==> config.mk <==
export PLATFORM = sky130hd
export DESIGN_NAME = oc_guard
export DESIGN_NICKNAME = d
export VERILOG_FILES = /design/src/rtl/oc_pkg.sv /design/src/rtl/oc_channel.sv /design/src/rtl/oc_guard.sv
export SDC_FILE = /design/constraint.sdc
export NUM_CORES = 1
export LEC_CHECK = 0
export BUFFER_PORTS_ARGS = -buffer_cell sky130_fd_sc_hd__buf_4
export CELL_PAD_IN_SITES_DETAIL_PLACEMENT = 0
export CELL_PAD_IN_SITES_GLOBAL_PLACEMENT = 1
export CORE_MARGIN = 4
export CORE_UTILIZATION = 49
export DETAILED_ROUTE_END_ITERATION = 6
export PLACE_DENSITY_LB_ADDON = 0.1
export REMOVE_ABC_BUFFERS = 1
export SETUP_SLACK_MARGIN = 0.4
export SYNTH_ARGS = -nofsm -noshare
export SYNTH_HDL_FRONTEND = slang
export SYNTH_SLANG_ARGS = --single-unit
==> constraint.sdc <==
create_clock -name CLK100MHZ -period 4.6 [get_ports CLK100MHZ]
set_input_delay 0.46 -clock CLK100MHZ [delete_from_list [all_inputs] [get_ports CLK100MHZ]]
set_output_delay 0.46 -clock CLK100MHZ [all_outputs]
set_load 0.005 [all_outputs]
==> src/rtl/oc_pkg.sv <==
// Shared definitions for the overcurrent guard: per-channel state encoding
// and trip counter width.
package oc_pkg;

    typedef enum logic [1:0] {
        RUN     = 2'd0,
        LOCKOUT = 2'd1,
        LATCHED = 2'd2
    } oc_state_e;

    localparam int TRIP_CNT_W = 4;
    localparam logic [TRIP_CNT_W-1:0] TRIP_CNT_MAX = '1;

endpackage

==> src/rtl/oc_channel.sv <==
// One overcurrent channel: OC synchronizer, debounce/lockout/clean counters,
// RUN/LOCKOUT/LATCHED state machine and enable gating.
module oc_channel
    import oc_pkg::*;
#(
    parameter int DEBOUNCE_CYC = 100,
    parameter int LOCKOUT_CYC  = 50000000,
    parameter int MAX_RETRY    = 3
) (
    input  logic                  clk_i,
    input  logic                  rst_i,
    input  logic                  req_i,
    input  logic                  oc_i,
    input  logic                  clear_fault_i,
    output logic                  en_o,
    output logic                  trip_o,
    output logic                  fault_o,
    output logic [TRIP_CNT_W-1:0] trip_cnt_o
);

    localparam int DW = $clog2(DEBOUNCE_CYC + 1);
    localparam int LW = $clog2(LOCKOUT_CYC + 1);
    localparam logic [DW-1:0]         DEB_LAST   = DW'(DEBOUNCE_CYC - 1);
    localparam logic [LW-1:0]         LK_LAST    = LW'(LOCKOUT_CYC - 1);
    localparam logic [LW-1:0]         CLEAN_DONE = LW'(LOCKOUT_CYC);
    localparam logic [TRIP_CNT_W-1:0] RETRY_LIM  = TRIP_CNT_W'(MAX_RETRY);

    oc_state_e             state_q;
    logic                  sync1_q, sync2_q;
    logic [DW-1:0]         deb_cnt_q;
    logic [LW-1:0]         lk_cnt_q;
    logic [LW-1:0]         clean_cnt_q;
    logic [TRIP_CNT_W-1:0] trip_cnt_q;
    logic [TRIP_CNT_W-1:0] trip_cnt_d;
    logic                  oc_sync;

    assign oc_sync = sync2_q;

    // Saturating increment used on the trip edge.
    always_comb begin
        trip_cnt_d = trip_cnt_q;
        if (trip_cnt_q != TRIP_CNT_MAX) begin
            trip_cnt_d = trip_cnt_q + 1'b1;
        end
    end

    always_ff @(posedge clk_i or posedge rst_i) begin
        if (rst_i) begin
            state_q     <= RUN;
            sync1_q     <= 1'b0;
            sync2_q     <= 1'b0;
            deb_cnt_q   <= '0;
            lk_cnt_q    <= '0;
            clean_cnt_q <= '0;
            trip_cnt_q  <= '0;
        end else begin
            sync1_q <= oc_i;
            sync2_q <= sync1_q;
            case (state_q)
                RUN: begin
                    lk_cnt_q <= '0;
                    if (oc_sync) begin
                        clean_cnt_q <= '0;
                        if (deb_cnt_q == DEB_LAST) begin
                            deb_cnt_q  <= '0;
                            trip_cnt_q <= trip_cnt_d;
                            state_q    <= (trip_cnt_d >= RETRY_LIM) ? LATCHED : LOCKOUT;
                        end else begin
                            deb_cnt_q <= deb_cnt_q + 1'b1;
                            if (clear_fault_i) begin
                                trip_cnt_q <= '0;
                            end
                        end
                    end else begin
                        deb_cnt_q <= '0;
                        // A clean run of LOCKOUT_CYC edges forgets earlier trips.
                        if (clear_fault_i || (clean_cnt_q >= LK_LAST)) begin
                            trip_cnt_q <= '0;
                        end
                        if (clean_cnt_q != CLEAN_DONE) begin
                            clean_cnt_q <= clean_cnt_q + 1'b1;
                        end
                    end
                end
                LOCKOUT: begin
                    deb_cnt_q   <= '0;
                    clean_cnt_q <= '0;
                    if (lk_cnt_q == LK_LAST) begin
                        lk_cnt_q <= '0;
                        state_q  <= RUN;
                    end else begin
                        lk_cnt_q <= lk_cnt_q + 1'b1;
                    end
                end
                LATCHED: begin
                    deb_cnt_q   <= '0;
                    clean_cnt_q <= '0;
                    lk_cnt_q    <= '0;
                    if (clear_fault_i && !oc_sync) begin
                        trip_cnt_q <= '0;
                        state_q    <= RUN;
                    end
                end
                default: begin
                    state_q <= RUN;
                end
            endcase
        end
    end

    assign en_o       = req_i & (state_q == RUN) & ~rst_i;
    assign trip_o     = (state_q == LOCKOUT);
    assign fault_o    = (state_q == LATCHED);
    assign trip_cnt_o = trip_cnt_q;

endmodule

==> src/rtl/oc_guard.sv <==
// Overcurrent guard for the two H-bridge enables; each motor channel is an
// independent oc_channel instance.
module oc_guard
    import oc_pkg::*;
#(
    parameter int DEBOUNCE_CYC = 100,
    parameter int LOCKOUT_CYC  = 50000000,
    parameter int MAX_RETRY    = 3
) (
    input  logic                  CLK100MHZ,
    input  logic                  rst,
    input  logic                  ena_req,
    input  logic                  enb_req,
    input  logic                  OCA,
    input  logic                  OCB,
    input  logic                  clear_fault,
    output logic                  ENA,
    output logic                  ENB,
    output logic                  trip_a,
    output logic                  trip_b,
    output logic                  fault_a,
    output logic                  fault_b,
    output logic [TRIP_CNT_W-1:0] trip_cnt_a,
    output logic [TRIP_CNT_W-1:0] trip_cnt_b
);

    oc_channel #(
        .DEBOUNCE_CYC (DEBOUNCE_CYC),
        .LOCKOUT_CYC  (LOCKOUT_CYC),
        .MAX_RETRY    (MAX_RETRY)
    ) u_ch_a (
        .clk_i         (CLK100MHZ),
        .rst_i         (rst),
        .req_i         (ena_req),
        .oc_i          (OCA),
        .clear_fault_i (clear_fault),
        .en_o          (ENA),
        .trip_o        (trip_a),
        .fault_o       (fault_a),
        .trip_cnt_o    (trip_cnt_a)
    );

    oc_channel #(
        .DEBOUNCE_CYC (DEBOUNCE_CYC),
        .LOCKOUT_CYC  (LOCKOUT_CYC),
        .MAX_RETRY    (MAX_RETRY)
    ) u_ch_b (
        .clk_i         (CLK100MHZ),
        .rst_i         (rst),
        .req_i         (enb_req),
        .oc_i          (OCB),
        .clear_fault_i (clear_fault),
        .en_o          (ENB),
        .trip_o        (trip_b),
        .fault_o       (fault_b),
        .trip_cnt_o    (trip_cnt_b)
    );

endmodule
==> flow_summary.yaml <==
yosys:
  netlist_area_um2: 7700
  synth_top_flop_cell: "dfrtp_1"
  yosysTopAreaCell: "dfrtp_1"
  synth_top_area_frac: 0.435
  syn_avg_cell_area_um2: 8.98
  ys_top_cells_by_count: "dfrtp_1 (134), nor2_1 (99), nand2_1 (67), o21ai_0 (64), nand3_1 (60)"
  ys_seq_area_frac: 0.435
  yosysMostFrequentCell: "dfrtp_1"
  ys_ff_latch: 134
  yosysUniqueCellTypes: 63
  synth-edff-count: 0
  netlist_top_cells_area: "dfrtp_1 (44%), nor2_1 (4.8%), xor2_1 (4.7%)"
  asyncSetResetFlopFracSynth: 1.00
  yosys_warnings: 0
  synthCells: 858
sta:
  rsz0062_at_grt: "no"
  period_minus_slack_ns: 3.00
  fin_crit_sh: 0.652
  finalSetupTns_ns: 0
  finalHoldViolations: 0
  maxSlewViolCount: 0
  setup_viol: 0
  finClkSkew_ns: 0.00999
  max_freq_mhz: 333
  worst_pin_slew_ns: 1.15
  relSlewSlack: 0.221
floorplanning:
  num_rows: 45
  die_h_um: 133
  coreArea_um2: 15300
  initial_core_util: 0.503
  die_x_um: 133
  die_area_um2: 17800
  io_pins: 21
clock_tree:
  clk_path_buf_depth: 2
  ctsHtreeMaxLevel: 4
  cts-root-buf: "clkbuf_16"
  clock-sinks: 134
  cts_resized: 0
  numCtsBuffers: 17
  clk_pin_slew_ns: 0.06
  cts_tree: "yes"
  clk_latency_ns: 0.42
  post-cts-setup-buffer-count: 0
  cts_hold_buf: 0
flow_run:
  maxCapViolCount: 0
final_layout:
  multiInputGateArea_um2: 4070
  regArea_um2: 3350
  n_antenna_cell: 0
  drive_above_1_share: 0.0846
  stdcell_count: 1086
  nets: 887
  fill_cells: 1373
  areaGrowthSynthToFinish_pct: 10.8
  fin_util: 0.557
critical_path:
  start_kind: "flip-flop"
  endpoint: "u_ch_a.lk_cnt_q[18]$_DFFE_PP0P_"
  r2r_end: "u_ch_a.lk_cnt_q[18]$_DFFE_PP0P_"
  reg2regPathDepth: 6
  crit_type: "reg -> reg"
  cp.arrival_ns: 3.28
  worstSetupEndpointType: "flip-flop"
  r2r_start: "u_ch_a.state_q[0]$_DFFE_PP0P_"
  startpoint: "u_ch_a.state_q[0]$_DFFE_PP0P_"
  rrSetupSlack_ns: 1.60
  crit_required_ns: 4.88
  cp_max_fo: 28
grt:
  grtUsageTotal: 0.200
  grt-ovfl-total: 0
  grt_pass1_wl_mm: 29.7
  grt_pass1_vias: 6222
  grt_start_max_net_pins: 76
  antenna_found_initial: 0
power:
  p_leak_nw: 3.58
  fin_total_pwr_mw: 2.86
  ir_worst_vdd_mv: 0.264
  p_per_area_nw_per_um2: 335
outcome:
  outcome: "finished clean"
route:
  first_pass_iters: 5
  vias: 6466
  wl_per_cell_um: 16.0
  drt_wl_total_mm: 17.4
  drc: 0
  viasPerCell: 5.95
  drtAntennaViolNets: 0
  drt-initial-drc-count: 479
placed_design:
  hpwl_mm: 11.6
  gp_congestion: 0.806
  dp.cells: 1054
  port_buffers: 20
min_path:
  min_path_type: "in -> async"
stage by stage:
stage	setup WS (ns)	area (um^2)	hold slack, ns
4_1_cts	1.59	8540	0.126
6_report	1.60	8540	0.119
2_1_floorplan	0.432	7520	0.331
5_1_grt	1.38	8540	0.131
3_3_place_gp	1.71	7980	0.339
3_5_place_dp	1.59	7980	0.346
metal layers:
layer,part of all wire,GRT usage,wire [um],up-vias
li1,-,-,-,3131
met2,0.47,0.323,8120,147
met3,0.037,0.0461,646,23
met5,0,0,0,-
met1,0.48,0.272,8430,3165
met4,0.012,0.0554,206,0
worst max-delay path: stages (launching register included):
cell	delay [ns]
dfrtp_1	0.40
ha_1	0.52
and4b_1	0.45
nor4bb_1	0.99
nand4_1	0.23
xor2_1	0.21
nor2_1	0.06
sequential cells by signal, summed over array words and instances, names as in the netlist, 4 cells and up:
name,flops
u_ch_a.deb_cnt_q,7
u_ch_a.clean_cnt_q,26
u_ch_b.trip_cnt_o,4
u_ch_b.clean_cnt_q,26
u_ch_a.lk_cnt_q,26
u_ch_b.lk_cnt_q,26
u_ch_b.deb_cnt_q,7
u_ch_a.trip_cnt_o,4
layout make-up:
type,instances,area share
Inverter,26,0.0120
Timing Repair Buffer,25,0.0220
Clock buffer,20,0.0535
Sequential cell,134,0.393
Multi-Input combinational cell,658,0.477
Tap cell,211,0.0309
Clock inverter,12,0.0122
cells in the final DEF (no fill, tap or decap), types with 6 or more instances in the layout:
master,synthesis,routed
and4_1,8,8
nand2b_1,16,16
and3_1,22,22
o31ai_1,26,26
nor4b_1,6,6
o21ai_1,15,15
nand3_1,60,60
ha_1,18,18
nor4_1,6,6
nor2_1,99,99
clkbuf_16,0,17
nand2_1,67,67
a21o_1,6,6
xnor2_1,10,10
inv_1,26,25
dfrtp_1,134,134
or4_1,6,6
nor3_1,13,13
and2_1,16,16
buf_4,5,25
a21oi_1,23,23
nand4_1,37,37
o21ai_0,64,64
xor2_1,41,41
a31oi_1,11,11
where the power goes:
part,internal [mW],switching [mW]
Combinational,0.111,0.217
Clock,0.769,0.513
Sequential,1.21,0.0365
worst min-delay path by stage:
stage,from,end
after global placement,u_ch_a.sync1_q$_DFF_PP0_,u_ch_a.oc_sync$_DFF_PP0_
after CTS,rst,u_ch_a.clean_cnt_q[10]$_DFFE_PP0P_
after detailed placement,u_ch_b.sync1_q$_DFF_PP0_,u_ch_b.oc_sync$_DFF_PP0_
after floorplan,u_ch_a.sync1_q$_DFF_PP0_,u_ch_a.oc_sync$_DFF_PP0_
after global routing,OCA,u_ch_a.sync1_q$_DFF_PP0_
final,rst,u_ch_a.clean_cnt_q[10]$_DFFE_PP0P_
logic make-up (layout without fill, tap and decap cells):
family | after synthesis | count (layout) | share of synthesized area
fa+ha+maj | 18 | 18 | 0.0292
mux | 4 | 4 | 0.00536
flops | 134 | 134 | 0.435
buf+inv | 66 | 83 | 0.0367
simple gates | 400 | 400 | 0.285
compound gates | 185 | 185 | 0.151
xor+xnor | 51 | 51 | 0.0580
(Power assumes the default switching activity.)
